<file path="config.mk">
export PLATFORM = sky130hd
export DESIGN_NAME = mem_arbiter
export DESIGN_NICKNAME = d
export VERILOG_FILES = /design/src/rtl/mem_arb_pkg.sv /design/src/rtl/mem_arb_starve_ctr.sv /design/src/rtl/mem_arbiter.sv
export SDC_FILE = /design/constraint.sdc
export NUM_CORES = 1
export LEC_CHECK = 0
export ABC_AREA = 1
export ABC_CLOCK_PERIOD_IN_PS = 2700
export CELL_PAD_IN_SITES_DETAIL_PLACEMENT = 0
export CELL_PAD_IN_SITES_GLOBAL_PLACEMENT = 2
export CORE_ASPECT_RATIO = 0.7
export CORE_UTILIZATION = 18
export CTS_CLUSTER_DIAMETER = 100
export CTS_CLUSTER_SIZE = 24
export DETAILED_ROUTE_END_ITERATION = 8
export GPL_TIMING_DRIVEN = 0
export PLACE_DENSITY_LB_ADDON = 0.1
export SLEW_MARGIN = 25
export SYNTH_ARGS = -nofsm -noshare
export SYNTH_HDL_FRONTEND = slang
export SYNTH_HIERARCHICAL = 1
export SYNTH_SLANG_ARGS = --single-unit
</file>
<file path="constraint.sdc">
create_clock -name clk -period 2.7 [get_ports clk]
set_input_delay 0.675 -clock clk [delete_from_list [all_inputs] [get_ports clk]]
set_output_delay 0.675 -clock clk [all_outputs]
set_load 0.02 [all_outputs]
</file>
<file path="src/rtl/mem_arb_pkg.sv">
// Shared encodings and sizing helpers for the IF/MA memory arbiter.
// The starvation-counter width is derived from the largest count it must hold.
package mem_arb_pkg;

    typedef enum logic [1:0] {
        IDLE  = 2'b00,
        ISSUE = 2'b01,
        WAIT  = 2'b10
    } state_e;

    typedef enum logic {
        OWN_IF = 1'b0,
        OWN_MA = 1'b1
    } owner_e;

    function automatic int starve_w(input int max_cnt);
        return $clog2(max_cnt + 1);
    endfunction

    localparam int STARVE_MAX_DEF = 4;
    localparam int STARVE_W       = starve_w(STARVE_MAX_DEF);

endpackage

</file>
<file path="src/rtl/mem_arb_starve_ctr.sv">
// Counts MA grants made while IF is waiting; force_if requests one IF grant at the limit.
// Exists only in builds with MEM_ARB_FAIR_EN defined.
`ifdef MEM_ARB_FAIR_EN
module mem_arb_starve_ctr
    import mem_arb_pkg::*;
#(
    parameter int STARVE_MAX = STARVE_MAX_DEF
) (
    input  logic clk,
    input  logic rst,
    input  logic i_grant_ma,
    input  logic i_grant_if,
    input  logic i_if_req,
    output logic o_force_if
);

    localparam int W = starve_w(STARVE_MAX);

    logic [W-1:0] r_cnt;

    always_ff @(posedge clk or negedge rst) begin
        if (!rst) begin
            r_cnt <= '0;
        end else if (i_grant_if) begin
            r_cnt <= '0;
        end else if (i_grant_ma && i_if_req && !o_force_if) begin
            r_cnt <= r_cnt + 1'b1;
        end
    end

    assign o_force_if = (r_cnt == W'(STARVE_MAX));

endmodule
`endif

</file>
<file path="src/rtl/mem_arbiter.sv">
// Shares one multi-cycle memory between IF fetches and MA loads/stores (issue, wait, complete).
// Define MEM_ARB_FAIR_EN to bound IF starvation under continuous MA traffic.
module mem_arbiter
    import mem_arb_pkg::*;
#(
    parameter int ADDR_W     = 16,
    parameter int DATA_W     = 16,
    parameter int STARVE_MAX = 4
) (
    input  logic              clk,
    input  logic              rst,
    input  logic              if_req,
    input  logic [ADDR_W-1:0] if_addr,
    input  logic              if_cancel,
    output logic [DATA_W-1:0] if_rdata,
    output logic              if_done,
    output logic              if_stall,
    input  logic              ma_req,
    input  logic              ma_wr,
    input  logic [ADDR_W-1:0] ma_addr,
    input  logic [DATA_W-1:0] ma_wdata,
    output logic [DATA_W-1:0] ma_rdata,
    output logic              ma_done,
    output logic              ma_stall,
    output logic              mem_en,
    output logic              mem_wr,
    output logic [ADDR_W-1:0] mem_addr,
    output logic [DATA_W-1:0] mem_wdata,
    input  logic              mem_busy,
    input  logic [DATA_W-1:0] mem_rdata,
    input  logic              mem_done,
    output logic              err
);

    state_e            r_state, w_next;
    owner_e            r_owner;
    logic              r_cancel, r_err, r_mem_en, r_mem_wr;
    logic [ADDR_W-1:0] r_mem_addr;
    logic [DATA_W-1:0] r_mem_wdata;
    logic              w_grant_if, w_grant_ma, w_accept, w_drop;
    logic              w_fin, w_force_if, w_if_ok, w_err_evt;

`ifdef MEM_ARB_FAIR_EN
    mem_arb_starve_ctr #(.STARVE_MAX(STARVE_MAX)) u_starve (
        .clk        (clk),
        .rst        (rst),
        .i_grant_ma (w_grant_ma),
        .i_grant_if (w_grant_if),
        .i_if_req   (if_req),
        .o_force_if (w_force_if)
    );
`else
    logic w_unused_starve;
    assign w_force_if      = 1'b0;
    assign w_unused_starve = (STARVE_MAX == 0);
`endif

    assign w_if_ok = if_req & ~if_cancel;

    always_ff @(posedge clk or negedge rst) begin
        if (!rst) r_state <= IDLE;
        else      r_state <= w_next;
    end

    always_comb begin
        w_next     = r_state;
        w_grant_if = 1'b0;
        w_grant_ma = 1'b0;
        w_accept   = 1'b0;
        w_drop     = 1'b0;
        case (r_state)
            IDLE: begin
                if (w_if_ok && (w_force_if || !ma_req)) w_grant_if = 1'b1;
                else if (ma_req)                        w_grant_ma = 1'b1;
                if (w_grant_if || w_grant_ma) w_next = ISSUE;
            end
            ISSUE: begin
                w_accept = r_mem_en & ~mem_busy;
                // A cancel can only retract a request the memory has not taken yet;
                // one accepted in the same cycle is drained through WAIT with done suppressed.
                if (r_owner == OWN_IF && if_cancel && !w_accept) begin
                    w_drop = 1'b1;
                    w_next = IDLE;
                end else if (w_accept) begin
                    w_next = WAIT;
                end
            end
            WAIT:    if (mem_done) w_next = IDLE;
            default: w_next = IDLE;
        endcase
    end

    assign w_fin     = (r_state == WAIT) & mem_done;
    assign w_err_evt = (mem_done & ((r_state == IDLE) | (r_state == ISSUE)))
                     | ((r_state != IDLE) & (r_owner == OWN_MA) & ~ma_req);

    always_ff @(posedge clk or negedge rst) begin
        if (!rst) begin
            r_owner     <= OWN_IF;
            r_cancel    <= 1'b0;
            r_err       <= 1'b0;
            r_mem_en    <= 1'b0;
            r_mem_wr    <= 1'b0;
            r_mem_addr  <= '0;
            r_mem_wdata <= '0;
        end else begin
            if (w_err_evt) r_err <= 1'b1;
            if (w_grant_ma || w_grant_if) begin
                r_owner     <= w_grant_ma ? OWN_MA : OWN_IF;
                r_mem_en    <= 1'b1;
                r_mem_wr    <= w_grant_ma & ma_wr;
                r_mem_addr  <= w_grant_ma ? ma_addr : if_addr;
                r_mem_wdata <= w_grant_ma ? ma_wdata : '0;
            end else if (w_accept || w_drop) begin
                r_mem_en <= 1'b0;
            end
            if (w_next == IDLE)
                r_cancel <= 1'b0;
            else if (r_owner == OWN_IF && if_cancel && (r_state == WAIT || w_accept))
                r_cancel <= 1'b1;
        end
    end

    // Completion is a same-cycle pass-through of the memory's done and data.
    assign if_done   = w_fin & (r_owner == OWN_IF) & ~r_cancel & ~if_cancel;
    assign ma_done   = w_fin & (r_owner == OWN_MA);
    assign if_rdata  = if_done ? mem_rdata : '0;
    assign ma_rdata  = ma_done ? mem_rdata : '0;
    assign if_stall  = if_req & ~if_done;
    assign ma_stall  = ma_req & ~ma_done;
    assign mem_en    = r_mem_en;
    assign mem_wr    = r_mem_wr;
    assign mem_addr  = r_mem_addr;
    assign mem_wdata = r_mem_wdata;
    assign err       = r_err;

endmodule
</file>
Word-level counts from Yosys, hierarchy flattened
Index checks and enable logic that the tools add are counted.
{"block": "word_totals", "reg_bits": 39, "latchBits": 0, "mem_bits_rw": 0, "rom_bits": 0, "input_bits": 72, "out_inout_bits": 71, "elab_cells": 71, "mem_count": 0}
{"block": "classes", "n_addsub": 0, "n_mul": 0, "div": 0, "magnitude_cmp": 0, "eq_ne": 2, "shifts": 0, "muxes": 24, "bitwise": 22, "n_reduce_logical": 15}
{"cell": "$mux W16", "count": 4}
{"cell": "$mux W1", "count": 15}
{"cell": "$and A1 B1 Y1", "count": 13}
{"cell": "$mux W2", "count": 4}
{"cell": "$not A1 Y1", "count": 7}
{"cell": "$pmux W2 S3", "count": 1}
{"cell": "$reduce_bool A2 Y1", "count": 3}
{"cell": "$logic_and A1 B1 Y1", "count": 4}
{"cell": "$logic_not A2 Y1", "count": 2}
{"cell": "$logic_or A1 B1 Y1", "count": 4}
{"cell": "$eq A2 B1 Y1 const B", "count": 1}
{"cell": "$eq A2 B2 Y1 const B", "count": 1}
{"cell": "$logic_not A1 Y1", "count": 2}
{"cell": "$or A1 B1 Y1", "count": 2}

Longest topological paths before layout
Gate-level depths: netlist (run 1).
{"block": "depth", "ltp_word": 10, "depth_mapped": 8, "depth_no_buf": 8}

Least setup slack after synthesis (run 1)
Ideal clock, no wire load.
{"block": "synth_path", "kind": "input -> output", "from": "input if_cancel", "to": "output if_rdata[10]", "arrival_time_ps": 1608, "required_ps": 2025, "setup_slack_ps": 417, "stages": 6, "n_path_buf": 1, "path_cell_list": "nor2_1 nand2_1 nor2_2 inv_2 buf_6 nor2_1"}
{"block": "synth_between", "elab_chain_len": 3}
{"item": "start, declared", "line": "mem_arbiter.sv:14", "text": "input logic if_cancel,"}
{"item": "$not A1 Y1", "line": "mem_arbiter.sv:125", "text": "assign if_done = w_fin & (r_owner == OWN_IF) & ~r_cancel & ~if_cancel;"}
{"item": "$and A1 B1 Y1", "line": "mem_arbiter.sv:125"}
{"item": "via if_done", "line": "mem_arbiter.sv:16", "text": "output logic if_done,"}
{"item": "$mux W16", "line": "mem_arbiter.sv:127", "text": "assign if_rdata = if_done ? mem_rdata : '0;"}
{"item": "end, declared", "line": "mem_arbiter.sv:15", "text": "output logic [DATA_W-1:0] if_rdata,"}
The timed path passes the listed nets, and every way through them passes these cells.

Final worst setup path (run 1)
{"block": "layout_path", "from": "input ma_req", "to": "output ma_stall"}
{"block": "layout_between", "elab_chain_len": 1}
{"item": "start, declared", "line": "mem_arbiter.sv:18", "text": "input logic ma_req,"}
{"item": "$and A1 B1 Y1", "line": "mem_arbiter.sv:130", "text": "assign ma_stall = ma_req & ~ma_done;"}
{"item": "end, declared", "line": "mem_arbiter.sv:24", "text": "output logic ma_stall,"}
No other way between the ends.

==> results.py, run 1 <==
metrics = {
    "status": {
        "status": "finished, final reports clean",
    },
    "finish": {
        "syn_to_final_growth_pct": 83.05,
        "mostFrequentLayoutCells": "nand2_1 (151), clkdlybuf4s50_1 (103), dfrtp_1 (39)",
        "finish.utilization": 0.3472,
        "final_layout_size_suffix_gt1_frac": 0.1182,
        "final_common_cell": "nand2_1",
        "stdcell_area_um2": 3690,
        "antennaDiodeCount": 0,
        "finalNetCount": 511,
    },
    "critical_path": {
        "crit_required_ns": 2.03,
        "cp_cell_sequence": "clkdlybuf4s50_1 -> nand2_1 -> inv_1 -> dlygate4sd2_1",
        "cpPeakStageDelay_ns": 0.60,
        "start_kind": "input pin",
        "setup.worst_path.class": "input pin to output port",
        "crit_path_max_fanout": 4,
        "cp.arrival_ns": 1.75,
        "slowest_stage": "clkdlybuf4s50_1",
        "end_kind": "output port",
    },
    "global_route": {
        "antenna_found_initial": 0,
        "grt_pass1_wl_um": 11540,
        "grt_pass1_vias": 2178,
        "grt_max_degree": 27,
        "track_usage": 0.1297,
        "grt_overflow": 0,
    },
    "detailed_routing": {
        "ant_nets": 0,
        "drt_iter0_drc": 52,
        "vias_per_cell": 3.713,
        "routed_wl_um": 7085,
        "drcViolationCount": 0,
        "num_vias": 2183,
        "firstDrtPassIters": 4,
        "avgRoutedWirePerCell_um": 12.05,
    },
    "die": {
        "num_rows": 31,
        "initial_core_util": 0.1897,
        "core_area_um2": 10630,
        "die_h_um": 90.54,
        "num_io_pins": 143,
        "dieArea_um2": 11630,
        "die_w_um": 128.5,
    },
    "placed_design": {
        "placed_area_um2": 3637,
        "gp_congestion": 0.6858,
        "hpwl_um": 5368,
        "io_buffer_count": 142,
    },
    "min_path": {
        "min_path_type": "input pin to async pin",
    },
    "run": {
        "maxCapViolCount": 0,
    },
    "pwr": {
        "switching_share": 0.4147,
        "cellPowerDensity_nw_per_um2": 913.5,
        "switchingPower_mw": 1.398,
        "p_int_mw": 1.973,
        "p_seq_frac": 0.298,
        "irDropWorstVdd_mv": 0.3136,
        "leakagePower_nw": 1.958,
        "comb_power_share": 0.533,
        "p_clk_frac": 0.169,
    },
    "yosys": {
        "syn-num-nets": 361,
        "syn_inst": 289,
        "ys.warnings.count": 6,
        "async_reset_ff_frac": 1.000,
        "synthAdderAreaFrac": 0,
        "synth_area_um2": 2016,
        "synthXorXnorAreaFrac": 0,
        "ys_types": 21,
        "synth_seq_cells": 39,
        "synth-edff-count": 0,
        "synth_simple_gate_area_frac": 0.3991,
        "seq_area_frac_synth": 0.4842,
        "syn_avg_cell_area_um2": 6.975,
        "synth-compound-area-share": 0.02297,
        "synth_top_family_by_area": "simple AND/OR/NAND/NOR gates",
        "dominantRegCellSynth": "dfrtp_1",
        "yosys-mux-area-fraction": 0,
    },
    "clock_tree": {
        "post_cts_buffers": 0,
        "cts_sinks": 39,
        "cts_tree": "done",
        "clock_latency_ns": 0.28,
        "cts_hold_repair.buffers": 0,
        "cts_root_buf": "clkbuf_16",
        "clkTransAtPathRegs_ns": 0.06,
        "cts_buffer_depth": 2,
        "htreeDepth": 2,
        "cts_buffers": 5,
    },
    "timing": {
        "max_slew_margin": 0.7616,
        "max_freq_mhz": 412.2,
        "final_hold_viol_count": 0,
        "slew_viol_final": 0,
        "tightest_slew_ns": 0.3576,
        "skew_ns": 0.003591,
        "rsz0062_at_grt": "false",
        "fin_crit_sh": 0.8984,
        "finalSetupViolations": 0,
        "period_minus_slack_ns": 2.426,
    },
}
kinds of logic after synthesis:
family / Yosys count
compound gates: 8
simple gates: 202
flops: 39
buf+inv: 40
through the flow:
stage / TNS (ns) / hold WS, ns / worst slack (ns) / power [mW] / std cells
CTS: -0.002540 / 0.2992 / -0.002540 / 3.449 / 588
detailed placement: -12.08 / 0.4582 / -0.4487 / 2.858 / 580
finish: 0 / 0.2961 / 0.2742 / 3.371 / 588
global placement: -21.53 / 0.4536 / -0.4829 / 2.857 / 579
floorplan: 0 / 0.3794 / 0.4172 / 1.980 / 289
global route: 0 / 0.3056 / 0.1750 / 3.670 / 588
flip-flops by register name, summed over array words and instances, names as in the netlist:
name	count
r_state	2
r_owner	1
r_cancel	1
mem_en	1
mem_addr	16
mem_wdata	16
mem_wr	1
err	1
power groups by stage:
stage	Sequential [mW]	Combinational, mW	Clock (mW)
5_1_grt	1.05	1.98	0.638
3_3_place_gp	1.01	1.85	0
6_report	1.00	1.79	0.571
3_5_place_dp	1.01	1.85	0
2_1_floorplan	1.30	0.683	0
4_1_cts	1.01	1.83	0.607
cells in the mapped netlist (2+ instances only):
master | n | area (um2)
inv_1 | 27 | 101.4
buf_6 | 3 | 33.78
inv_2 | 2 | 7.510
o21ai_0 | 3 | 15.01
nand2_1 | 151 | 566.8
dfrtp_1 | 39 | 975.9
nor2_2 | 6 | 37.54
buf_2 | 5 | 25.02
buf_4 | 2 | 15.01
nor2_1 | 36 | 135.1
a21oi_1 | 3 | 15.01
nand3_1 | 3 | 15.01
area by class of cell:
| type | count | area (um2) |
|---|---|---|
| tap | 148 | 185.2 |
| clock inverter | 1 | 5.005 |
| multi-input combinational | 210 | 860.8 |
| fill | 1180 | 6938 |
| buffer | 10 | 76.32 |
| timing repair buffer | 143 | 1339 |
| sequential | 39 | 975.9 |
| inverter | 30 | 115.1 |
| clock buffer | 7 | 132.6 |
routing by layer:
metal	share of wire	up-vias	global-route usage
met5	0	-	0
met4	0.013	0	0.03627
met3	0.067	9	0.04088
met2	0.45	69	0.2054
met1	0.47	955	0.1684
li1	-	1150	-
worst max-delay path, delay by kind of cell:
kind / cells / cell delay (ns)
buffers and inverters: 3 / 0.99
AND/OR/NAND/NOR: 1 / 0.09
path summary, 6_finish.rpt:
check	from	endpoint	slack [ns]	depth (start not counted)
min in group clk	mem_wdata[7]	mem_wdata[7]	0.47	2
setup reg to reg	r_state[1]	mem_addr[5]	1.30	6
max in group asynchronous	rst	mem_wr	1.93	2
hold reg to reg	mem_wdata[7]	mem_wdata[7]	0.47	2
setup / recovery	ma_req	ma_stall	0.27	4
hold / removal	rst	mem_wdata[10]	0.30	1
repair_timing:
action	in CTS	in global routing
pin swaps	0	4
setup endpoints to repair	36	33
gates resized for setup	102	9
Power figures use the tool's default switching activity.
==> run 2, diff against run 1 <==
--- a/config.mk
+++ b/config.mk
@@ -12,9 +12,7 @@
 export CORE_ASPECT_RATIO = 0.7
 export CORE_UTILIZATION = 18
 export CTS_CLUSTER_DIAMETER = 100
-export CTS_CLUSTER_SIZE = 24
 export DETAILED_ROUTE_END_ITERATION = 8
-export GPL_TIMING_DRIVEN = 0
 export PLACE_DENSITY_LB_ADDON = 0.1
 export SLEW_MARGIN = 25
 export SYNTH_ARGS = -nofsm -noshare
==> run 2 against run 1 <==
Clock power grew 15%. Fmax shrank 8.3%. Critical path type unchanged. Combinational power shrank 3%. Critical endpoint is now if_rdata[2]. Power grew 0.95%. Global-route usage shrank 0.94 points. Via count shrank 1.6%. Sequential share of layout area grew 0.50 points. Utilization shrank 0.65 points. Wire length shrank 3.7%. Register-to-register slack lost 0.19 ns.
==> results.py, run 2 (same netlist as run 1, synthesis figures left out) <==
metrics = {
    "finish": {
        "fill_cells": 1144,
        "finish.utilization": 0.3407,
        "final_common_cell": "nand2_1",
        "syn_to_final_growth_pct": 79.64,
        "final_layout_size_suffix_gt1_frac": 0.1379,
        "stdcell_area_um2": 3621,
        "finalNetCount": 507,
        "mostFrequentLayoutCells": "nand2_1 (151), clkdlybuf4s50_1 (105), dfrtp_1 (39)",
        "antennaDiodeCount": 0,
    },
    "placed_design": {
        "placed_area_um2": 3603,
        "io_buffer_count": 142,
        "gp_congestion": 0.7355,
        "hpwl_um": 5114,
        "post-place-ws_ns": -0.3079,
    },
    "pwr": {
        "comb_power_share": 0.511,
        "p_int_mw": 2.024,
        "cellPowerDensity_nw_per_um2": 939.7,
        "report.power.total_mw": 3.403,
        "p_clk_frac": 0.193,
        "switchingPower_mw": 1.379,
        "leakagePower_nw": 1.888,
        "irDropWorstVdd_mv": 0.4284,
        "p_seq_frac": 0.296,
        "switching_share": 0.4052,
    },
    "global_route": {
        "antenna_found_initial": 0,
        "track_usage": 0.1203,
        "grt_max_degree": 34,
        "grt_overflow": 0,
        "grt_pass1_vias": 2117,
        "grt_pass1_wl_um": 10770,
    },
    "die": {
        "num_rows": 31,
        "die_w_um": 128.5,
        "num_io_pins": 143,
        "die_h_um": 90.54,
        "dieArea_um2": 11630,
        "core_area_um2": 10630,
        "initial_core_util": 0.1897,
    },
    "timing": {
        "finalSetupViolations": 0,
        "fin_crit_sh": 0.9794,
        "skew_ns": 0.004545,
        "final_hold_viol_count": 0,
        "slew_viol_final": 0,
        "tightest_slew_ns": 0.3884,
        "period_minus_slack_ns": 2.644,
        "fin_ws_ns": 0.05571,
        "max_slew_margin": 0.7411,
        "hold_slack_ns": 0.3112,
        "max_freq_mhz": 378.2,
        "rsz0062_at_grt": "true",
    },
    "critical_path": {
        "cp.arrival_ns": 1.97,
        "reg2reg_depth": 7,
        "crit_path_max_fanout": 16,
        "end_kind": "output port",
        "crit_required_ns": 2.03,
        "start_kind": "input pin",
        "setup.worst_path.class": "input pin to output port",
    },
    "clock_tree": {
        "cts_buffer_depth": 2,
        "cts_sinks": 39,
        "clock_latency_ns": 0.28,
        "cts_hold_repair.buffers": 0,
        "htreeDepth": 2,
        "cts_tree": "done",
        "cts_root_buf": "clkbuf_16",
        "clkTransAtPathRegs_ns": 0.06,
        "cts_buffers": 5,
    },
    "detailed_routing": {
        "ant_nets": 0,
        "drcViolationCount": 0,
        "num_vias": 2148,
        "firstDrtPassIters": 6,
        "routed_wl_um": 6826,
        "avgRoutedWirePerCell_um": 11.71,
        "vias_per_cell": 3.684,
        "drt_iter0_drc": 30,
    },
    "min_path": {
        "min_path_type": "input pin to async pin",
    },
    "run": {
        "maxCapViolCount": 0,
    },
    "status": {
        "status": "finished, final reports clean",
    },
}
## run 2: changes by cell type in the layout (fill, tap and decap cells not counted), sizes merged
cell | previous run | this run
clkbuf | 7 | 35
buf | 32 | 8
dlygate4sd2 | 10 | 4
clkdlybuf4s15 | 6 | 3
clkdlybuf4s50 | 103 | 105
dlymetal6s2s | 2 | 0
bufinv | 0 | 1
clkinv | 1 | 0
## run 2: cell type report
type / instances / area, um2 / area share
timing repair buffer: 149 / 1323 / 0.3652
tap: 148 / 185.2 / 0.05114
clock inverter: 1 / 30.03 / 0.008293
clock buffer: 6 / 128.9 / 0.03559
multi-input combinational: 210 / 858.3 / 0.2370
sequential: 39 / 975.9 / 0.2695
inverter: 30 / 120.1 / 0.03317
## run 2: stage by stage
stage,cells,setup TNS [ns]
finish,583,0
global route,583,-0.2085
CTS,583,0
detailed placement,576,-9.487
global placement,576,-9.275
floorplan,289,0
## run 2: worst paths after layout
| check | start | endpoint | slack, ns |
|---|---|---|---|
| max | mem_done | if_rdata[2] | 0.06 |
| min | rst | mem_wdata[10] | 0.31 |
| max reg2reg | r_state[1] | mem_addr[5] | 1.11 |
| min reg2reg | mem_wdata[7] | mem_wdata[7] | 0.47 |
| max in group asynchronous | rst | mem_en | 1.73 |
| min in group clk | mem_wdata[7] | mem_wdata[7] | 0.47 |
## run 2: timing repair
item                                    4_1_cts  5_1_grt
gates resized for setup                      66       37
endpoints found under the setup margin       36       33
gates cloned                                  0        0
setup buffers                                 0        0
hold endpoints to repair                      0        0
## run 2: critical path, cell delays in order
cell and delay (ns):
clkdlybuf4s50_1 0.50, nand3_2 0.10, nor2_2 0.19, inv_4 0.11
nor2_1 0.12, clkdlybuf4s15_2 0.28
## run 2: power groups by stage
stage          registers (mW)  logic [mW]  clock network (mW)
2_1_floorplan            1.30       0.683                   0
3_3_place_gp             1.01        1.81                   0
3_5_place_dp             1.02        1.79                   0
4_1_cts                  1.01        1.79               0.681
5_1_grt                  1.05        1.93               0.705
6_report                 1.01        1.74               0.656
## run 2: routing by layer
layer	global-route usage	share of wire	vias up
met4	0.03235	0.0091	0
met2	0.1887	0.44	77
met3	0.04265	0.084	8
li1	-	-	1140
met5	0	0	-
met1	0.1552	0.47	923
